===== config.mk =====
export PLATFORM = sky130hd
export DESIGN_NAME = pwm_capture
export DESIGN_NICKNAME = d
export VERILOG_FILES = /design/src/rtl/pwm_capture.sv
export SDC_FILE = /design/constraint.sdc
export NUM_CORES = 1
export LEC_CHECK = 0
export ABC_AREA = 1
export ABC_CLOCK_PERIOD_IN_PS = 5750
export CAP_MARGIN = 5
export CORE_MARGIN = 4
export CORE_UTILIZATION = 62
export CTS_BUF_LIST = sky130_fd_sc_hd__clkbuf_2 sky130_fd_sc_hd__clkbuf_4 sky130_fd_sc_hd__clkbuf_8
export DETAILED_ROUTE_END_ITERATION = 7
export HOLD_SLACK_MARGIN = 0.02
export PLACE_DENSITY = 0.87
export SLEW_MARGIN = 10
export SYNTH_ARGS = -nofsm -noshare
export SYNTH_HDL_FRONTEND = slang
export SYNTH_SLANG_ARGS = --single-unit

===== constraint.sdc =====
create_clock -name clk -period 5.75 [get_ports clk]
set_clock_uncertainty 0.1 [all_clocks]
set_input_delay 1.15 -clock clk [delete_from_list [all_inputs] [get_ports clk]]
set_output_delay 1.15 -clock clk [all_outputs]
set_load 0.02 [all_outputs]

===== src/rtl/pwm_capture.sv =====
// pwm_capture: measures period and high time of an incoming PWM signal in
// clk cycles, publishes each complete period as a coherent pair with a
// one-cycle valid strobe, and flags loss of activity with a timeout pulse.
module pwm_capture #(
  parameter int WIDTH   = 16,
  parameter int TIMEOUT = 65535
) (
  input  logic             clk,
  input  logic             rst_n,
  input  logic             pwm_in,
  input  logic             enable,
  output logic [WIDTH-1:0] period_out,
  output logic [WIDTH-1:0] high_out,
  output logic             valid,
  output logic             timeout,
  output logic             stuck_level
);

  localparam logic [WIDTH-1:0] TO_CNT = WIDTH'(TIMEOUT);
  localparam logic [WIDTH-1:0] ONE    = WIDTH'(1);

  typedef enum logic [1:0] {IDLE, HIGH, LOW} state_t;

  state_t           state_q;
  logic             sync1_q, sync2_q, prev_q;
  logic [WIDTH-1:0] cnt_q, high_cap_q, period_q, high_q;
  logic             valid_q, timeout_q, stuck_q;

  logic             rise, fall, at_to;
  logic [WIDTH-1:0] cnt_inc;

  // Two-flop synchronizer plus a previous-sample register. prev tracks the
  // synchronized level in every state, so a level already present when
  // measurement starts never looks like an edge.
  always_ff @(posedge clk or negedge rst_n) begin
    if (!rst_n) begin
      sync1_q <= 1'b0;
      sync2_q <= 1'b0;
      prev_q  <= 1'b0;
    end else begin
      sync1_q <= pwm_in;
      sync2_q <= sync1_q;
      prev_q  <= sync2_q;
    end
  end

  assign rise  = sync2_q & ~prev_q;
  assign fall  = ~sync2_q & prev_q;
  assign at_to = (cnt_q == TO_CNT);
  // Saturate at the timeout value so a fall landing exactly on the limit
  // cannot wrap the counter before LOW gets to declare the timeout.
  assign cnt_inc = at_to ? cnt_q : cnt_q + ONE;

  // Measurement FSM with registered outputs. A rise coinciding with the
  // timeout count is treated as a measurement, not a timeout.
  always_ff @(posedge clk or negedge rst_n) begin
    if (!rst_n) begin
      state_q    <= IDLE;
      cnt_q      <= '0;
      high_cap_q <= '0;
      period_q   <= '0;
      high_q     <= '0;
      valid_q    <= 1'b0;
      timeout_q  <= 1'b0;
      stuck_q    <= 1'b0;
    end else begin
      valid_q   <= 1'b0;
      timeout_q <= 1'b0;
      if (!enable) begin
        state_q <= IDLE;
        cnt_q   <= '0;
      end else begin
        case (state_q)
          IDLE: begin
            if (rise) begin
              state_q <= HIGH;
              cnt_q   <= ONE;
            end else begin
              cnt_q   <= '0;
            end
          end
          HIGH: begin
            if (fall) begin
              high_cap_q <= cnt_q;
              state_q    <= LOW;
              cnt_q      <= cnt_inc;
            end else if (at_to) begin
              timeout_q <= 1'b1;
              stuck_q   <= sync2_q;
              state_q   <= IDLE;
              cnt_q     <= '0;
            end else begin
              cnt_q <= cnt_inc;
            end
          end
          LOW: begin
            if (rise) begin
              // Closing rise: publish the pair and start the next period.
              period_q <= cnt_q;
              high_q   <= high_cap_q;
              valid_q  <= 1'b1;
              cnt_q    <= ONE;
              state_q  <= HIGH;
            end else if (at_to) begin
              timeout_q <= 1'b1;
              stuck_q   <= sync2_q;
              state_q   <= IDLE;
              cnt_q     <= '0;
            end else begin
              cnt_q <= cnt_inc;
            end
          end
          default: begin
            state_q <= IDLE;
            cnt_q   <= '0;
          end
        endcase
      end
    end
  end

  assign period_out  = period_q;
  assign high_out    = high_q;
  assign valid       = valid_q;
  assign timeout     = timeout_q;
  assign stuck_level = stuck_q;

endmodule

Word-level counts from Yosys, hierarchy flattened:

Cells that the tools add are included.

* register bits after elaboration: 72
* bits in latches: 0
* RAM bits: 0
* memory bits (read-only): 0
* memories kept: 0

* $add $sub $neg: 1
* multipliers: 0
* div/mod/pow operators: 0
* magnitude comparators: 0
* eq/ne operators: 6
* shift-type cells: 0
* multiplexer cells: 25
* bitwise gates (word level): 4
* reductions and logical operators: 5

Operators with widths (count)
* 2-to-1 mux 16 bit: 5
* one-hot mux 16 bit (3 select lines): 1
* adder 16 x 1 -> 16 bit (second input constant): 1
* equality test 16 bit (second input constant): 1
* 2-to-1 mux 1 bit: 11
* 2-to-1 mux 2 bit: 5
* one-hot mux 2 bit (3 select lines): 1
* AND reduction 3 bit: 2
* inequality test 2 bit (second input constant): 2
* one-hot mux 1 bit (2 select lines): 2
* AND reduction 4 bit: 1
* inequality test 3 bit (second input constant): 1
* bitwise AND 1 bit: 2
* equality test 2 x 1 -> 1 bit (second input constant): 1
* equality test 2 bit (second input constant): 1
* zero test 2 bit: 1
* inverter 1 bit: 2
* nonzero test 2 bit: 1

Longest topological paths before layout:

Gate-level depths: netlist of run 1.

* depth in word-level cells: 6
* depth in mapped cells: 10
* mapped depth without buffers: 10

Worst setup path after synthesis of run 1:

No wires, ideal clock.

* path type: input to register
* from: input enable
* to: register cnt_q[12]
* arrival time: 1.884 ns
* setup slack: 3.697 ns
* cell stages on the path: 7
* path through: inv_2 -> nor2_1 -> inv_1 -> a21oi_2 -> nand3_4 -> buf_12 -> nor2_2

* cells in the longest elaborated chain, start to end: 1

Ends and longest elaborated chain
* from (decl): RTL line 11 `input logic enable,`
* 2-to-1 mux 16 bit: RTL line 69 `if (!enable) begin`
* to (signal assigned): RTL line 86 `cnt_q <= cnt_inc;`
* to (signal assigned): RTL line 93 `cnt_q <= cnt_inc;`
* to (signal assigned): RTL line 110 `cnt_q <= cnt_inc;`
* to (decl): RTL line 26 `logic [WIDTH-1:0] cnt_q, high_cap_q, period_q, high_q;`

No other way between the ends.
A chain may end at the register's enable or synchronous reset.

Worst setup path in the final report of run 1:

* from: input enable
* to: register high_cap_q[11]

* cells in the longest elaborated chain, start to end: 1

Ends and longest elaborated chain
* AND reduction 3 bit (no source line)
* to (signal assigned): RTL line 84 `high_cap_q <= cnt_q;`
* to (decl): RTL line 26

No other way between the ends.

==> flow_summary.ini, run 1 <==
[status]
outcome = complete, no violations

[finish]
fin_cells = 504
nets = 439
fin_util_pct = 77.0
fill_cells = 330
syn2layout_area_growth_pct = 19.5
layout-drive-gt1-share_pct = 12.2
finalInstanceArea_um2 = 3980
antenna_cells = 0

[floorplanning]
die-area_um2 = 6620
io_pins = 39
die_w_um = 81.3
start_util_pct = 64.5
die_h_um = 81.3
rows = 26
design.core.area_um2 = 5170

[placement]
gp_congestion = 0.879
place_area_um2 = 3730
dpl.hpwl_mm = 4.80
dp.cells = 488
post-place-ws_ns = 2.66
port-buffer-count = 38

[setup_path]
cp.required_ns = 5.88
cp.arrival_ns = 2.98
startpoint_type = input port
path_max_fanout = 32
crit_type = in2reg
end_kind = flip-flop

[global_route]
grt_usage_pct = 24.9
grt_pass1_vias = 2677
grt_max_degree = 73
antenna_found_initial = 0
overflow = 0
grt_pass1_wl_mm = 12.4

[clocking]
numCtsBuffers = 9
cts_tree = built
clock_path_buffers = 2
root_buffer = clkbuf_8
post_cts_resized = 0
cts_setup_buffers = 0
path_clk_slew_ns = 0.08
clock_latency_ns = 0.34
clock-sinks = 72
cts_hold_buf = 0
htree_levels = 3

[yosys]
syn_area_um2 = 3330
synth-simple-area-share_pct = 28.1
synth_adder_area_share_pct = 2.25
yosysUniqueCellTypes = 27
synthMuxAreaShare_pct = 0
synth_compound_gate_area_share_pct = 8.74
synthTopCellsByCount = 138 x nand2_1, 72 x dfrtp_1, 36 x o21ai_0, 34 x inv_1, 20 x nor2_1
synthArstFlopShare_pct = 100
syn_area_per_cell_um2 = 8.57
ys_warn_count = 0
synth_most_common_cell = nand2_1
ys.flop_type = dfrtp_1
syn-num-nets = 399
synth_top_family_by_area = simple AND/OR/NAND/NOR gates
synth-edff-count = 0
ys_seq_area_share_pct = 54.0
ys_ff_latch = 72
synth_top_area_share_pct = 54.0
synthXorXnorAreaFrac_pct = 0.263
synth_area_leaders = dfrtp_1 54%, nand2_1 16%, o21ai_0 5.4%
synthCells = 389
yosysTopAreaCell = dfrtp_1

[sta]
fin_crit_sh_pct = 49.6
period_needed_ns = 2.85
rsz0062_at_grt = false
tightest_slew_ns = 1.02
maxSlewHeadroom_pct = 32.1
drv_slew = 0
finalHoldViolCount = 0
fmax_ghz = 0.351
setup_viol = 0
fin_ws_ns = 2.90
hold_ws_ns = 0.270
tns_ns = 0

[drt]
drc = 0
drt_wl_total_mm = 7.21
avgRoutedWirePerCell_um = 14.3
dr_total_vias = 2702
firstDrtPassIters = 6
first_iter_violations = 222
ant_nets = 0
vias_per_cell = 5.36

[power_and_ir_drop]
p_per_area_nw_per_um2 = 275
p_total_mw = 1.10
total_leakage_power_nw = 1.92
vdd_ir_drop_max_mv = 0.154

[min_path]
hold_path_class = reg2reg

[flow_run]
cap_violations = 0
==> power breakdown <==
| part | internal (mW) | switching [mW] | total [mW] |
|---|---|---|---|
| Sequential | 0.518 | 0.00776 | 0.526 |
| Clock | 0.302 | 0.194 | 0.497 |
| Combinational | 0.0272 | 0.0454 | 0.0726 |
| Total | 0.848 | 0.247 | 1.10 |
==> critical path, stage by stage <==
cell             delay [ns]
clkdlybuf4s50_1        0.58
nand3_1                0.75
o21ai_0                0.49
==> layout make-up <==
cell class	count	area, µm²	share of cell area, %
sequential	72	1800	45.2
multi-input combinational	267	1310	32.9
timing repair buffer	39	383	9.61
inverter	40	150	3.77
clock buffer	10	138	3.45
clock inverter	6	113	2.83
tap	70	87.6	2.20
==> routing by layer <==
| layer | GRT usage, % | vias to the layer above | share of wire, % | wire, µm |
|---|---|---|---|---|
| met2 | 42.4 | 76 | 51 | 3650 |
| li1 | - | 1296 | - | - |
| met4 | 9.29 | 0 | 1.8 | 133 |
| met5 | 0 | - | 0 | 0 |
| met3 | 4.99 | 14 | 4.4 | 319 |
| met1 | 31.2 | 1316 | 43 | 3110 |
==> registers in the layout (all words and copies together), names as in the netlist <==
| name | flops |
|---|---|
| valid | 1 |
| high_cap_q | 16 |
| high_out | 16 |
| cnt_q | 16 |
| stuck_level | 1 |
| period_out | 16 |
| timeout | 1 |
| prev_q | 1 |
| sync2_q | 1 |
| sync1_q | 1 |
| state_q | 2 |
==> kinds of logic (layout without fill, tap and decap cells) <==
| kind of cell | count (synthesis) | count (layout) |
|---|---|---|
| adder cells (fa/ha/maj) | 6 | 6 |
| XOR/XNOR | 1 | 1 |
| flip-flops | 72 | 72 |
| buffers and inverters | 50 | 95 |
| AO/OA/AOI/OAI | 57 | 57 |
| AND/OR/NAND/NOR | 203 | 203 |
==> layout by cell type, fill, tap and decap left out <==
| master | count |
|---|---|
| a211oi_1 | 1 |
| a21oi_1 | 14 |
| a21oi_2 | 1 |
| buf_2 | 1 |
| buf_4 | 1 |
| bufinv_16 | 3 |
| clkbuf_8 | 10 |
| clkdlybuf4s50_1 | 37 |
| clkinv_2 | 1 |
| dfrtp_1 | 72 |
| ha_1 | 6 |
| inv_1 | 34 |
| inv_2 | 6 |
| inv_6 | 2 |
| nand2_1 | 138 |
| nand2_2 | 5 |
| nand2_4 | 2 |
| nand3_1 | 13 |
| nand3_2 | 1 |
| nand3_4 | 2 |
| nand4_1 | 2 |
| nor2_1 | 20 |
| nor2_2 | 10 |
| nor2_4 | 6 |
| nor2_8 | 1 |
| nor3_1 | 2 |
| o21ai_0 | 36 |
| o21ai_1 | 5 |
| or2_2 | 1 |
| xor2_1 | 1 |
==> worst paths after layout <==
check	startpoint	cells past startpoint	to	slack (ns)
min	sync1_q	0	sync2_q	0.27
max	enable	3	high_cap_q[11]	2.90
min reg2reg	sync1_q	0	sync2_q	0.27
max in group asynchronous	rst_n	2	cnt_q[3]	4.08
min in group asynchronous	rst_n	2	high_out[14]	0.90
max reg2reg	state_q[1]	4	high_cap_q[11]	3.49
(Power assumes the default switching activity.)
==> run 2, diff against run 1 <==
--- a/config.mk
+++ b/config.mk
@@ -6,14 +6,14 @@
 export NUM_CORES = 1
 export LEC_CHECK = 0
 export ABC_AREA = 1
-export ABC_CLOCK_PERIOD_IN_PS = 5750
+export ABC_CLOCK_PERIOD_IN_PS = 2650
 export CAP_MARGIN = 5
 export CORE_MARGIN = 4
-export CORE_UTILIZATION = 62
+export CORE_UTILIZATION = 58
 export CTS_BUF_LIST = sky130_fd_sc_hd__clkbuf_2 sky130_fd_sc_hd__clkbuf_4 sky130_fd_sc_hd__clkbuf_8
 export DETAILED_ROUTE_END_ITERATION = 7
 export HOLD_SLACK_MARGIN = 0.02
-export PLACE_DENSITY = 0.87
+export PLACE_DENSITY = 0.82
 export SLEW_MARGIN = 10
 export SYNTH_ARGS = -nofsm -noshare
 export SYNTH_HDL_FRONTEND = slang
==> constraint.sdc (replaced) <==
create_clock -name clk -period 2.65 [get_ports clk]
set_clock_uncertainty 0.1 [all_clocks]
set_input_delay 0.53 -clock clk [delete_from_list [all_inputs] [get_ports clk]]
set_output_delay 0.53 -clock clk [all_outputs]
set_load 0.02 [all_outputs]
==> flow_summary.ini, run 2 (same netlist as run 1, synthesis figures left out) <==
[setup_path]
path_max_fanout = 5
startpoint_type = flip-flop
cp.required_ns = 2.82
cp.arrival_ns = 2.21
end_kind = flip-flop
crit_type = reg2reg

[clocking]
cts_hold_buf = 0
root_buffer = clkbuf_8
path_clk_slew_ns = 0.07
post_cts_resized = 0
clock_path_buffers = 2
htree_levels = 3
cts_setup_buffers = 0
clock_latency_ns = 0.34
clock-sinks = 72
numCtsBuffers = 9
cts_tree = built

[power_and_ir_drop]
total_leakage_power_nw = 1.91
p_comb_share_pct = 7.5
p_per_area_nw_per_um2 = 528
swShare_pct = 24.2
p_seq_share_pct = 54.5
internal_power_mw = 1.59
vdd_ir_drop_max_mv = 0.323
clkPwrFrac_pct = 38.0
power_switching_mw = 0.507

[sta]
fin_ws_ns = 0.610
fin_crit_sh_pct = 77.0
tightest_slew_ns = 0.476
tns_ns = 0
period_needed_ns = 2.04
finalHoldViolCount = 0
drv_slew = 0
fmax_ghz = 0.490
setup_viol = 0
maxSlewHeadroom_pct = 68.0
rsz0062_at_grt = false

[placement]
port-buffer-count = 38
dpl.hpwl_mm = 4.97
gp_congestion = 0.903
post-place-ws_ns = 0.447

[finish]
layout-drive-gt1-share_pct = 13.0
nets = 443
fill_cells = 417
mostFrequentLayoutCells = 138 x nand2_1, 72 x dfrtp_1, 37 x clkdlybuf4s50_1, 36 x o21ai_0, 34 x inv_1
final-seq-area_um2 = 1800
final_common_cell = nand2_1
multi_input_area_um2 = 1310
syn2layout_area_growth_pct = 18.9
antenna_cells = 0

[drt]
first_iter_violations = 212
vias_per_cell = 5.17
ant_nets = 0
avgRoutedWirePerCell_um = 13.4
firstDrtPassIters = 4
dr_total_vias = 2638
drt_wl_total_mm = 6.82
drc = 0

[floorplanning]
rows = 27
start_util_pct = 60.2
die-area_um2 = 7030
die_h_um = 83.8
die_w_um = 83.8
design.core.area_um2 = 5540
io_pins = 39

[global_route]
grt_usage_pct = 21.1
overflow = 0
grt_pass1_wl_mm = 11.9
antenna_found_initial = 0
grt_max_degree = 42
grt_pass1_vias = 2532

[min_path]
hold_path_class = in2async

[status]
outcome = complete, no violations

[flow_run]
cap_violations = 0
## run 2: per-stage QoR
stage	hold slack [ns]	std cells	cell area, µm²	util (%)	power [mW]
detailed placement	0.240	494	3780	68.2	1.32
floorplan	0.134	389	3330	-	1.24
finish	0.121	510	3970	71.6	2.09
global route	0.141	510	3970	71.6	2.19
CTS	0.123	510	3970	71.6	2.12
global placement	0.235	494	3780	68.2	1.32
## run 2: worst paths after layout
check	from	end	slack (ns)	cells past startpoint
max in group asynchronous	rst_n	cnt_q[7]	1.95	2
hold / removal	rst_n	period_out[14]	0.12	2
setup / recovery	cnt_q[0]	cnt_q[0]	0.61	10
setup reg to reg	cnt_q[0]	cnt_q[0]	0.61	10
min in group clk	sync1_q	sync2_q	0.25	0
hold reg to reg	sync1_q	sync2_q	0.25	0
## run 2: per-layer routing
metal | vias to the layer above | routed length [µm] | GRT usage [%]
met3 | 10 | 341 | 5.53
met5 | - | 0 | 0
li1 | 1307 | - | -
met1 | 1250 | 3070 | 27.3
met4 | 0 | 87 | 6.14
met2 | 71 | 3330 | 35.0
## run 2: worst max-delay path: stages (launching register included)
cell	delay, ns
dfrtp_1	0.42
ha_1	0.24
nand2_2	0.09
nor2_4	0.17
nand2_4	0.12
nor2_8	0.13
nand2_1	0.14
ha_1	0.30
nor2_1	0.10
nor2_1	0.05
a21oi_1	0.12
## run 2: layout make-up
type | instances | area share (%)
Multi-Input combinational cell | 267 | 33.1
Clock buffer | 12 | 4.01
Inverter | 40 | 3.79
Clock inverter | 4 | 0.726
Sequential cell | 72 | 45.4
Timing Repair Buffer | 43 | 10.7
Tap cell | 72 | 2.27
## run 2: power groups by stage
stage	clock network [mW]	logic [mW]	registers [mW]
finish	0.796	0.156	1.14
global route	0.869	0.173	1.14
global placement	0	0.156	1.16
floorplan	0	0.0551	1.19
detailed placement	0	0.158	1.16
CTS	0.816	0.159	1.14
==> run 3, diff against run 2 <==
--- a/config.mk
+++ b/config.mk
@@ -6,14 +6,14 @@
 export NUM_CORES = 1
 export LEC_CHECK = 0
 export ABC_AREA = 1
-export ABC_CLOCK_PERIOD_IN_PS = 2650
+export ABC_CLOCK_PERIOD_IN_PS = 1600
 export CAP_MARGIN = 5
 export CORE_MARGIN = 4
-export CORE_UTILIZATION = 58
+export CORE_UTILIZATION = 52
 export CTS_BUF_LIST = sky130_fd_sc_hd__clkbuf_2 sky130_fd_sc_hd__clkbuf_4 sky130_fd_sc_hd__clkbuf_8
 export DETAILED_ROUTE_END_ITERATION = 7
 export HOLD_SLACK_MARGIN = 0.02
-export PLACE_DENSITY = 0.82
+export PLACE_DENSITY = 0.78
 export SLEW_MARGIN = 10
 export SYNTH_ARGS = -nofsm -noshare
 export SYNTH_HDL_FRONTEND = slang
==> constraint.sdc (replaced) <==
create_clock -name clk -period 1.6 [get_ports clk]
set_clock_uncertainty 0.1 [all_clocks]
set_input_delay 0.32 -clock clk [delete_from_list [all_inputs] [get_ports clk]]
set_output_delay 0.32 -clock clk [all_outputs]
set_load 0.02 [all_outputs]
==> flow_summary.ini, run 3 (same netlist as run 1, synthesis figures left out) <==
[floorplanning]
design.core.area_um2 = 6060
start_util_pct = 55.0
io_pins = 39
die_h_um = 88.1
rows = 28
die-area_um2 = 7760
die_w_um = 88.1

[min_path]
hold_path_class = reg2reg

[sta]
fin_crit_sh_pct = 107
finalHoldViolCount = 0
fin_ws_ns = -0.110
fmax_ghz = 0.585
rsz0062_at_grt = true
drv_slew = 0
period_needed_ns = 1.71
maxSlewHeadroom_pct = 72.3
tightest_slew_ns = 0.415
setup_viol = 18

[power_and_ir_drop]
vdd_ir_drop_max_mv = 0.479
p_per_area_nw_per_um2 = 764
p_total_mw = 3.50
total_leakage_power_nw = 2.38

[finish]
nets = 496
final_common_cell = nand2_1
antenna_cells = 0
mostFrequentLayoutCells = 133 x nand2_1, 72 x dfrtp_1, 42 x buf_4, 35 x dlygate4sd2_1, 33 x o21ai_0
layout-drive-gt1-share_pct = 25.7
syn2layout_area_growth_pct = 37.1
finalInstanceArea_um2 = 4570

[global_route]
grt_usage_pct = 22.3
grt_use_met3_pct = 5.36
grt_use_met1_pct = 27.5
grtUsageMet2_pct = 38.0
grt_pass1_vias = 2901
top_usage_layer = met2
grt_max_degree = 45
grt_pass1_wl_mm = 13.4
antenna_found_initial = 0
overflow = 0

[drt]
vias_per_cell = 5.28
drc = 0
dr_total_vias = 2990
first_iter_violations = 164
ant_nets = 0
avgRoutedWirePerCell_um = 14.9
firstDrtPassIters = 4
drt_wl_total_mm = 8.45

[setup_path]
cp.arrival_ns = 1.84
path_max_fanout = 3
crit_type = reg2reg
startpoint_type = flip-flop
end_kind = flip-flop
cp.required_ns = 1.73

[clocking]
clock_latency_ns = 0.34
numCtsBuffers = 9
clock-sinks = 72
root_buffer = clkbuf_8
htree_levels = 3
path_clk_slew_ns = 0.08
cts_tree = built
clock_path_buffers = 2

[placement]
dpl.hpwl_mm = 5.28
port-buffer-count = 38
place_area_um2 = 4100
gp_congestion = 0.965

[flow_run]
cap_violations = 0

[status]
violations = negative setup slack
outcome = finished, violations left
## run 3: cell count changes in the layout (fill, tap and decap cells not counted), moves of 4 or more
cell / previous run / this run
buf_4: 4 / 42
nand2_1: 138 / 133
dlygate4sd2_1: 0 / 35
buf_6: 0 / 6
clkdlybuf4s50_1: 37 / 2
ha_1: 6 / 2
## run 3: worst paths after layout
path                           from             end  slack (ns)  cells after the start
max                        cnt_q[0]        cnt_q[0]       -0.11                     10
max reg2reg                cnt_q[0]        cnt_q[0]       -0.11                     10
min                         sync1_q         sync2_q        0.29                      0
min reg2reg                 sync1_q         sync2_q        0.29                      0
min in group asynchronous     rst_n  high_cap_q[14]        0.34                      2
max in group asynchronous     rst_n   period_out[8]        0.48                      3
## run 3: routing by layer
layer	up-vias	share of wire (%)
met3	27	6.1
met4	0	2.8
met2	102	50
met1	1434	41
li1	1427	-
met5	-	0
## run 3: where the power goes
part / total, mW / leakage (nW) / switching, mW / internal (mW)
Clock: 1.30 / 0.0965 / 0.676 / 0.620
Combinational: 0.310 / 1.32 / 0.190 / 0.120
Sequential: 1.89 / 0.962 / 0.0254 / 1.86
Total: 3.50 / 2.38 / 0.892 / 2.60
## run 3: layout make-up
class | instances | area (µm²)
Timing Repair Buffer | 95 | 907
Sequential cell | 72 | 1800
Clock inverter | 5 | 32.5
Inverter | 40 | 153
Multi-Input combinational cell | 268 | 1440
Tap cell | 75 | 93.8
Clock buffer | 11 | 145
Fill cell | 391 | 1490
## run 3: timing repair
item | in CTS | in global routing
setup buffers | 8 | 4
hold buffers | 1 | 0
endpoints found under the hold margin | 15 | 0
gates cloned | 2 | 3
pin swaps | 13 | 12
gates resized for setup | 50 | 16
setup endpoints to repair | 56 | 42
## run 3: through the flow
step,worst slack (ns),TNS (ns),std cells,utilization (%),hold WS (ns)
5_1_grt,-0.186,-1.88,566,75.4,0.293
6_report,-0.110,-0.772,566,75.4,0.285
4_1_cts,-0.0882,-0.209,559,72.7,0.281
3_3_place_gp,-0.244,-4.57,532,67.6,0.163
2_1_floorplan,-0.204,-0.701,389,-,-0.0756
3_5_place_dp,-0.280,-6.63,532,67.6,0.171
## run 3: worst max-delay path, stage by stage (launching register included)
cell,delay (ns)
dfrtp_1,0.35
ha_2,0.20
nand2_2,0.08
nor2_4,0.16
nand2_4,0.09
nor2_8,0.12
nand2_4,0.06
ha_4,0.26
nor2_2,0.03
nor2_1,0.08
a21oi_1,0.08
